--- config.mk ---
export PLATFORM = sky130hd
export DESIGN_NAME = enc_link_decoder_flat
export DESIGN_NICKNAME = d
export VERILOG_FILES = /design/src/rtl/enc_link_decoder_if.sv /design/src/rtl/enc_link_decoder.sv /design/src/flat_wrapper.sv
export SDC_FILE = /design/constraint.sdc
export NUM_CORES = 1
export LEC_CHECK = 0
export ABC_AREA = 1
export CORE_MARGIN = 1
export CORE_UTILIZATION = 30
export CTS_BUF_LIST = sky130_fd_sc_hd__clkbuf_16
export DETAILED_ROUTE_END_ITERATION = 7
export GPL_ROUTABILITY_DRIVEN = 1
export MAX_ROUTING_LAYER = met4
export PLACE_DENSITY_LB_ADDON = 0.2
export SLEW_MARGIN = 20
export SYNTH_ARGS = -nofsm -noshare
export SYNTH_HDL_FRONTEND = slang
export SYNTH_SLANG_ARGS = --single-unit
--- constraint.sdc ---
create_clock -name clk -period 3.95 [get_ports clk]
set_clock_uncertainty 0.1 [all_clocks]
set_input_delay 0.79 -clock clk [delete_from_list [all_inputs] [get_ports clk]]
set_output_delay 0.79 -clock clk [all_outputs]
set_load 0.005 [all_outputs]
--- src/rtl/enc_link_decoder_if.sv ---
`default_nettype none
// ============================================================================
// Module   : enc_link_decoder_if
// Purpose  : Handshake bundle between the 8-to-3 encoder side (producer),
//            the receive FIFO/decoder and its consumer.
// Ports    : put_code/EN_put/RDY_put  - producer write channel
//            EN_get/RDY_get/get_onehot - consumer read channel
//            level, rcv_count, err_drop - status
// Modports : master - drives put_code, EN_put, EN_get (producer/consumer side)
//            slave  - the decoder itself
// Revision : 1.0 - initial release
// ============================================================================
interface enc_link_decoder_if #(
  parameter int DEPTH = 4,
  parameter int CNT_W = 16
);
  logic [2:0]               put_code;
  logic                     EN_put;
  logic                     RDY_put;
  logic                     EN_get;
  logic                     RDY_get;
  logic [7:0]               get_onehot;
  logic [$clog2(DEPTH):0]   level;
  logic [CNT_W-1:0]         rcv_count;
  logic                     err_drop;

  modport master (
    output put_code, EN_put, EN_get,
    input  RDY_put, RDY_get, get_onehot, level, rcv_count, err_drop
  );

  modport slave (
    input  put_code, EN_put, EN_get,
    output RDY_put, RDY_get, get_onehot, level, rcv_count, err_drop
  );
endinterface
`default_nettype wire

--- src/rtl/enc_link_decoder.sv ---
`default_nettype none
// ============================================================================
// Module   : enc_link_decoder
// Purpose  : Receive stage of the encoded link. Buffers 3-bit codes in a
//            DEPTH-entry FIFO and presents the head entry decoded to an
//            8-bit one-hot word. Keeps a saturating delivered-word counter
//            and a sticky overflow flag.
// Ports    : clk  - rising-edge clock
//            rst  - asynchronous active-high reset
//            bus  - enc_link_decoder_if.slave (put/get handshakes + status)
// Revision : 1.0 - initial release
// ============================================================================
module enc_link_decoder #(
  parameter int DEPTH = 4,
  parameter int CNT_W = 16
) (
  input  wire                 clk,
  input  wire                 rst,
  enc_link_decoder_if.slave   bus
);

  localparam int AW = $clog2(DEPTH);
  localparam int LW = AW + 1;

  logic [2:0]       r_mem [DEPTH];
  logic [AW-1:0]    r_wp;
  logic [AW-1:0]    r_rp;
  logic [LW-1:0]    r_level;
  logic [CNT_W-1:0] r_count;
  logic             r_err;

  logic             w_rdy_put;
  logic             w_rdy_get;
  logic             w_put;
  logic             w_get;

  // Ready flags depend only on registered occupancy, so there is no
  // combinational path from the strobes to any output.
  assign w_rdy_put = (r_level != LW'(DEPTH));
  assign w_rdy_get = (r_level != '0);
  assign w_put     = bus.EN_put & w_rdy_put;
  assign w_get     = bus.EN_get & w_rdy_get;

  // Storage array is never reset: stale entries are unreachable once the
  // pointers and occupancy are cleared.
  always_ff @(posedge clk) begin
    if (w_put) begin
      r_mem[r_wp] <= bus.put_code;
    end
  end

  always_ff @(posedge clk or posedge rst) begin
    if (rst) begin
      r_wp    <= '0;
      r_rp    <= '0;
      r_level <= '0;
      r_count <= '0;
      r_err   <= 1'b0;
    end else begin
      // Pointers are exactly log2(DEPTH) bits wide, so they wrap naturally.
      if (w_put) begin
        r_wp <= r_wp + 1'b1;
      end
      if (w_get) begin
        r_rp <= r_rp + 1'b1;
        if (r_count != {CNT_W{1'b1}}) begin
          r_count <= r_count + 1'b1;
        end
      end
      case ({w_put, w_get})
        2'b10:   r_level <= r_level + 1'b1;
        2'b01:   r_level <= r_level - 1'b1;
        default: r_level <= r_level;
      endcase
      // Any put attempt while full loses a code; remember it until reset.
      if (bus.EN_put && !w_rdy_put) begin
        r_err <= 1'b1;
      end
    end
  end

  assign bus.RDY_put    = w_rdy_put;
  assign bus.RDY_get    = w_rdy_get;
  assign bus.get_onehot = w_rdy_get ? (8'h01 << r_mem[r_rp]) : 8'h00;
  assign bus.level      = r_level;
  assign bus.rcv_count  = r_count;
  assign bus.err_drop   = r_err;

endmodule
`default_nettype wire

--- src/flat_wrapper.sv ---
// flat-port wrapper written by rule: the top's interface ports become plain ports
module enc_link_decoder_flat 
#(
  parameter int DEPTH = 4,
  parameter int CNT_W = 16
)
  (clk, rst, bus_put_code, bus_EN_put, bus_EN_get, bus_RDY_put, bus_RDY_get, bus_get_onehot, bus_level, bus_rcv_count, bus_err_drop);
  enc_link_decoder_if #(.DEPTH(DEPTH), .CNT_W(CNT_W)) bus_i ();
  input  wire clk;
  input  wire rst;
  input wire logic [$bits(bus_i.put_code)-1:0] bus_put_code;
  input wire logic [$bits(bus_i.EN_put)-1:0] bus_EN_put;
  input wire logic [$bits(bus_i.EN_get)-1:0] bus_EN_get;
  output wire logic [$bits(bus_i.RDY_put)-1:0] bus_RDY_put;
  output wire logic [$bits(bus_i.RDY_get)-1:0] bus_RDY_get;
  output wire logic [$bits(bus_i.get_onehot)-1:0] bus_get_onehot;
  output wire logic [$bits(bus_i.level)-1:0] bus_level;
  output wire logic [$bits(bus_i.rcv_count)-1:0] bus_rcv_count;
  output wire logic [$bits(bus_i.err_drop)-1:0] bus_err_drop;
  assign bus_i.put_code = bus_put_code;
  assign bus_i.EN_put = bus_EN_put;
  assign bus_i.EN_get = bus_EN_get;
  assign bus_RDY_put = bus_i.RDY_put;
  assign bus_RDY_get = bus_i.RDY_get;
  assign bus_get_onehot = bus_i.get_onehot;
  assign bus_level = bus_i.level;
  assign bus_rcv_count = bus_i.rcv_count;
  assign bus_err_drop = bus_i.err_drop;
  enc_link_decoder #(.DEPTH(DEPTH), .CNT_W(CNT_W)) u_core (.clk(clk), .rst(rst), .bus(bus_i));
endmodule
==> results of run 1 <==
-- area by class of cell --
type                       instances  area (µm²)  share of cell area
clock buffer                       5         125              0.0482
clock inverter                     3        38.8              0.0149
inverter                          36         136              0.0525
multi-input combinational        173         880               0.339
sequential                        36         961               0.370
tap                               77        96.3              0.0371
timing repair buffer              36         360               0.139
-- worst paths after layout --
kind	start	to	slack (ps)
worst max-delay path	u_core.r_rp[0]	bus_get_onehot[2]	1190
worst min-delay path	u_core.bus.err_drop	u_core.bus.err_drop	400
worst max register to register	u_core.bus.level[0]	u_core.bus.level[2]	1650
worst min register to register	u_core.bus.err_drop	u_core.bus.err_drop	400
max in group asynchronous	rst	u_core.bus.level[2]	2530
min in group asynchronous	rst	u_core.bus.rcv_count[9]	810
-- sequential cells by signal, indices dropped and copies added, names as in the netlist --
| signal | count |
|---|---|
| u_core.bus.rcv_count | 16 |
| u_core.r_mem | 12 |
| u_core.bus.level | 3 |
| u_core.r_rp | 2 |
| u_core.r_wp | 2 |
| u_core.bus.err_drop | 1 |
-- cells in the mapped netlist --
cell type   n  share of area
a21oi_1     3         0.0075
a31o_2      1         0.0044
buf_6       1         0.0057
clkbuf_1    1         0.0019
clkinv_2    1         0.0025
dfrtp_1    24           0.30
edfxtp_1   12           0.18
fa_1        1          0.010
ha_1        6          0.038
inv_1      33          0.062
inv_2       2         0.0038
nand2_1    76           0.14
nand2_2     3         0.0094
nand2_4     2          0.011
nand3_1    11          0.028
nand3_2     1         0.0050
nand4_1     8          0.025
nor2_1     35          0.066
nor2_2      4          0.013
nor2_4      1         0.0057
o211ai_1    2         0.0075
o21ai_0     4          0.010
o21ai_1     4          0.010
o21ai_2     1         0.0044
xnor2_1     5          0.022
xor2_1      5          0.022
-- where the power goes --
| part | switching, mW | internal [mW] |
|---|---|---|
| sequential | 0.0876 | 0.478 |
| combinational | 0.317 | 0.302 |
| clock | 0.148 | 0.294 |
| total | 0.552 | 1.07 |
-- cell families (layout without fill, tap and decap cells) --
kind of cell / after synthesis / count (layout) / synth area share
DFF: 36 / 36 / 0.482
AOI/OAI and AO/OA: 15 / 15 / 0.0440
xor gates and xnor gates: 10 / 10 / 0.0440
and+or+nand+nor: 141 / 141 / 0.306
buffers and inverters: 38 / 80 / 0.0760
adders and majority gates: 7 / 7 / 0.0477
-- metal layers --
metal	global-route usage	wire (µm)	vias up
li1	-	-	857
met1	0.190	2140	749
met2	0.206	1810	38
met3	0.0267	152	6
met4	0.0508	70	0
met5	-	0	-
-- through the flow --
stage / power (mW) / instance area, µm² / hold WS [ps] / util
detailed placement: 1.20 / 2430 / 403 / 0.381
floorplan: 0.928 / 1990 / 366 / -
finish: 1.63 / 2600 / 399 / 0.407
CTS: 1.65 / 2600 / 416 / 0.407
global placement: 1.19 / 2430 / 408 / 0.381
global route: 1.77 / 2600 / 443 / 0.407
==> results.yml, run 1 <==
status:
  status: "finished, final reports clean"
drt:
  firstDrtPassIters: 4
  ant_nets: 0
  wirelength_um: 4160
  wl_per_cell_um: 11.4
  drt-initial-drc-count: 44
  drc: 0
  vias_per_cell: 4.51
  via_count: 1650
logic_synthesis:
  yosys_warnings: 0
  synth_nets: 261
  synth_cell_types: 26
  avgSynthCellArea_um2: 8.06
  syn_area_um2: 1990
  synth_seq_cells: 36
  seq_area_frac_synth: 0.482
  synthCells: 247
sta:
  fin_crit_sh: 0.699
  final-setup-viol-count: 0
  relSlewSlack: 0.402
  rsz0062_at_grt: "no"
  min_period_ps: 2760
  setup_tns_ps: 0
  fmax_ghz: 0.362
  tightest_slew_ps: 891
  maxSlewViolCount: 0
  setup_slack_ps: 1190
  finalHoldViolations: 0
placement:
  dp_worst_setup_slack_ps: 1200
  io_buffers: 36
  dp.cells: 358
  hpwl_um: 3120
  finalWeightedCongestion: 0.765
layout:
  final_common_cell: "nand2_1"
  antenna_cells: 0
  syn2layout_area_growth_pct: 30.4
  drive_gt1_frac: 0.0796
  final_cells: 366
  nFillCells: 659
  nets: 302
  final_cell_mix: "nand2_1, clkdlybuf4s50_1, nor2_1"
clock_network:
  hold_buffers: 0
  cts_resized: 0
  cts.sinks: 36
  clkLatencyLatePin_ps: 280
  cts_max_level: 2
  post-cts-setup-buffers: 0
  cts_tree: "built"
  cts_buffer_depth: 2
  root_buffer: "clkbuf_16"
  cts.clk_slew.worst_paths_ps: 50
  cts_made_buffers: 5
floorplan:
  dieWidth_um: 83.5
  num_io_pins: 37
  row_count: 29
  core-area_um2: 6390
  start_util: 0.312
  die_height_um: 83.5
  die_area_um2: 6970
worst_setup_path:
  crit_family: "buffers and inverters"
  worstPathRequired_ps: 3060
  worst-path-stages: 9
  ff2ff_path_depth: 9
  crit_path_max_incr_delay_ps: 510
  cp_max_fo: 9
  crit_type: "flip-flop to primary output"
  crit_path_top_delay_cell: "clkdlybuf4s50_1"
  critPathLaunchType: "flip-flop"
  critPathArrivalTime_ps: 1870
  timing.critical_path.mode_cell: "nor2_1"
  worstPathCellList: "inv_2, nor2_1, nor2_1, o21ai_0, nand2_1, inv_1, nand2_1, nor2_1, clkdlybuf4s50_1"
  crit_path_end_kind: "primary output"
  critical_path_buf_inv_count: 3
global_routing:
  grt_max_degree: 25
  grt_use_total: 0.139
  antenna_found_initial: 0
  grt_pass1_wl_um: 7490
  grt_overflow: 0
  first_global_vias: 1570
pwr:
  p_per_area_nw_per_um2: 626
  ir_drop_v: 0.000303
  power_leakage_nw: 1.15
worst_hold_path:
  holdPathStages: 1
  holdCritPathClass: "flip-flop to flip-flop"
run:
  cap_violations: 0
Power figures use the tool's default switching activity.
==> run 2: changes to the inputs <==
==> constraint.sdc (replaced) <==
create_clock -name clk -period 2.45 [get_ports clk]
set_clock_uncertainty 0.1 [all_clocks]
set_input_delay 0.49 -clock clk [delete_from_list [all_inputs] [get_ports clk]]
set_output_delay 0.49 -clock clk [all_outputs]
set_load 0.005 [all_outputs]
==> run 2 against run 1 <==
Wire length down 1.4%. Highest routed layer unchanged. Largest power group unchanged. Combinational power up 66%. Worst hold slack gained 1.7 ps. Clock power increased by 36%. Largest cell class unchanged.
==> results.yml, run 2 (synthesis results as in run 1) <==
status:
  status: "finished, final reports clean"
layout:
  ff_latch_area_um2: 961
  syn2layout_area_growth_pct: 32.0
  final_cell_mix: "nand2_1, nor2_1, inv_1"
  nets: 307
  drive_gt1_frac: 0.0986
  post-route-util: 0.412
  final_cells: 371
  nFillCells: 647
  multi_input_area_um2: 882
  design_area_um2: 2630
  largest_reg_flops: 16
  antenna_cells: 0
  final_common_cell: "nand2_1"
drt:
  via_count: 1641
  wl_met2_um: 1730
  wirelength_um: 4100
  wl_per_cell_um: 11.1
  wl_met1_um: 2120
  top_layer: "met4"
  drc: 0
  ant_nets: 0
  drt-initial-drc-count: 69
  vias_per_cell: 4.42
  met3WireLength_um: 192
  firstDrtPassIters: 4
sta:
  maxSlewViolCount: 0
  setup_slack_ps: 79.8
  min_period_ps: 2370
  finalHoldViolations: 0
  setup_tns_ps: 0
  fmax_ghz: 0.422
  tightest_slew_ps: 416
  relSlewSlack: 0.722
  rsz0062_at_grt: "yes"
  final-setup-viol-count: 0
  fin_crit_sh: 0.967
  holdWs_ps: 400
worst_setup_path:
  timing.critical_path.mode_cell: "nand2_1"
  critPathLaunchType: "flip-flop"
  crit_path_max_incr_delay_ps: 500
  crit_type: "flip-flop to primary output"
  crit_path_top_delay_cell: "clkdlybuf4s50_1"
  crit_path_end_kind: "primary output"
  worstPathCellList: "inv_2, nand2_1, o211ai_1, nand2_1, inv_1, nand2_1, nor2_1, clkdlybuf4s50_1"
  cp_max_fo: 9
  worstPathRequired_ps: 1860
  critPathArrivalTime_ps: 1780
pwr:
  ir_drop_v: 0.000404
  p_per_area_nw_per_um2: 965
  power_mw: 2.54
  power_leakage_nw: 1.28
clock_network:
  cts_max_level: 2
  cts.sinks: 36
  cts_tree: "built"
  hold_buffers: 0
  cts_made_buffers: 5
  cts_buffer_depth: 2
  clkLatencyLatePin_ps: 280
  root_buffer: "clkbuf_16"
  cts.clk_slew.worst_paths_ps: 50
floorplan:
  die_area_um2: 6970
  start_util: 0.312
  die_height_um: 83.5
  row_count: 29
  core-area_um2: 6390
  num_io_pins: 37
  dieWidth_um: 83.5
placement:
  finalWeightedCongestion: 0.760
  dp.cells: 361
  hpwl_um: 3080
  dp_worst_setup_slack_ps: 112
  io_buffers: 36
  detailed_place.area_um2: 2460
global_routing:
  grt_use_total: 0.133
  first_global_vias: 1506
  antenna_found_initial: 0
  grt_pass1_wl_um: 7090
  grt_max_degree: 25
  grt_overflow: 0
worst_hold_path:
  holdCritPathClass: "flip-flop to flip-flop"
run:
  cap_violations: 0
-- run 2: worst max-delay path, delay by kind of cell, from the launching register on --
kind                   cells  cell delay, ps
AOI/OAI and AO/OA          1              80
buffers and inverters      3             710
DFF                        1             400
and+or+nand+nor            4             310
-- run 2: final timing paths --
path                                     start                       to  slack (ps)  depth (start not counted)
hold reg to reg            u_core.bus.err_drop      u_core.bus.err_drop         400                          1
hold / removal             u_core.bus.err_drop      u_core.bus.err_drop         400                          1
setup / recovery                u_core.r_rp[0]        bus_get_onehot[5]          80                          8
min in group asynchronous                  rst  u_core.bus.rcv_count[9]         470                          3
setup reg to reg           u_core.bus.level[0]      u_core.bus.level[2]         410                          9
max in group asynchronous                  rst      u_core.bus.level[1]        1540                          3
-- run 2: area by class of cell --
type,instances,share of cell area
Clock buffer,5,0.0476
Clock inverter,3,0.00523
Inverter,36,0.0519
Multi-Input combinational cell,173,0.335
Sequential cell,36,0.365
Tap cell,77,0.0366
Timing Repair Buffer,41,0.158
-- run 2: metal layers --
metal	vias to the layer above	track usage
met2	43	0.198
li1	866	-
met3	7	0.0277
met4	0	0.0508
met1	725	0.178
met5	-	-
-- run 2: timing repair --
action	4_1_cts	5_1_grt
cloned	0	0
pin swaps	0	1
resized for setup	0	10
endpoints found under the setup margin	6	8
buffers inserted	1	1
-- run 2: where the power goes --
group / internal [mW] / leakage (nW) / total [mW] / switching, mW
combinational: 0.506 / 0.791 / 1.03 / 0.524
clock: 0.369 / 0.0710 / 0.600 / 0.231
sequential: 0.770 / 0.417 / 0.907 / 0.137
total: 1.65 / 1.28 / 2.54 / 0.892
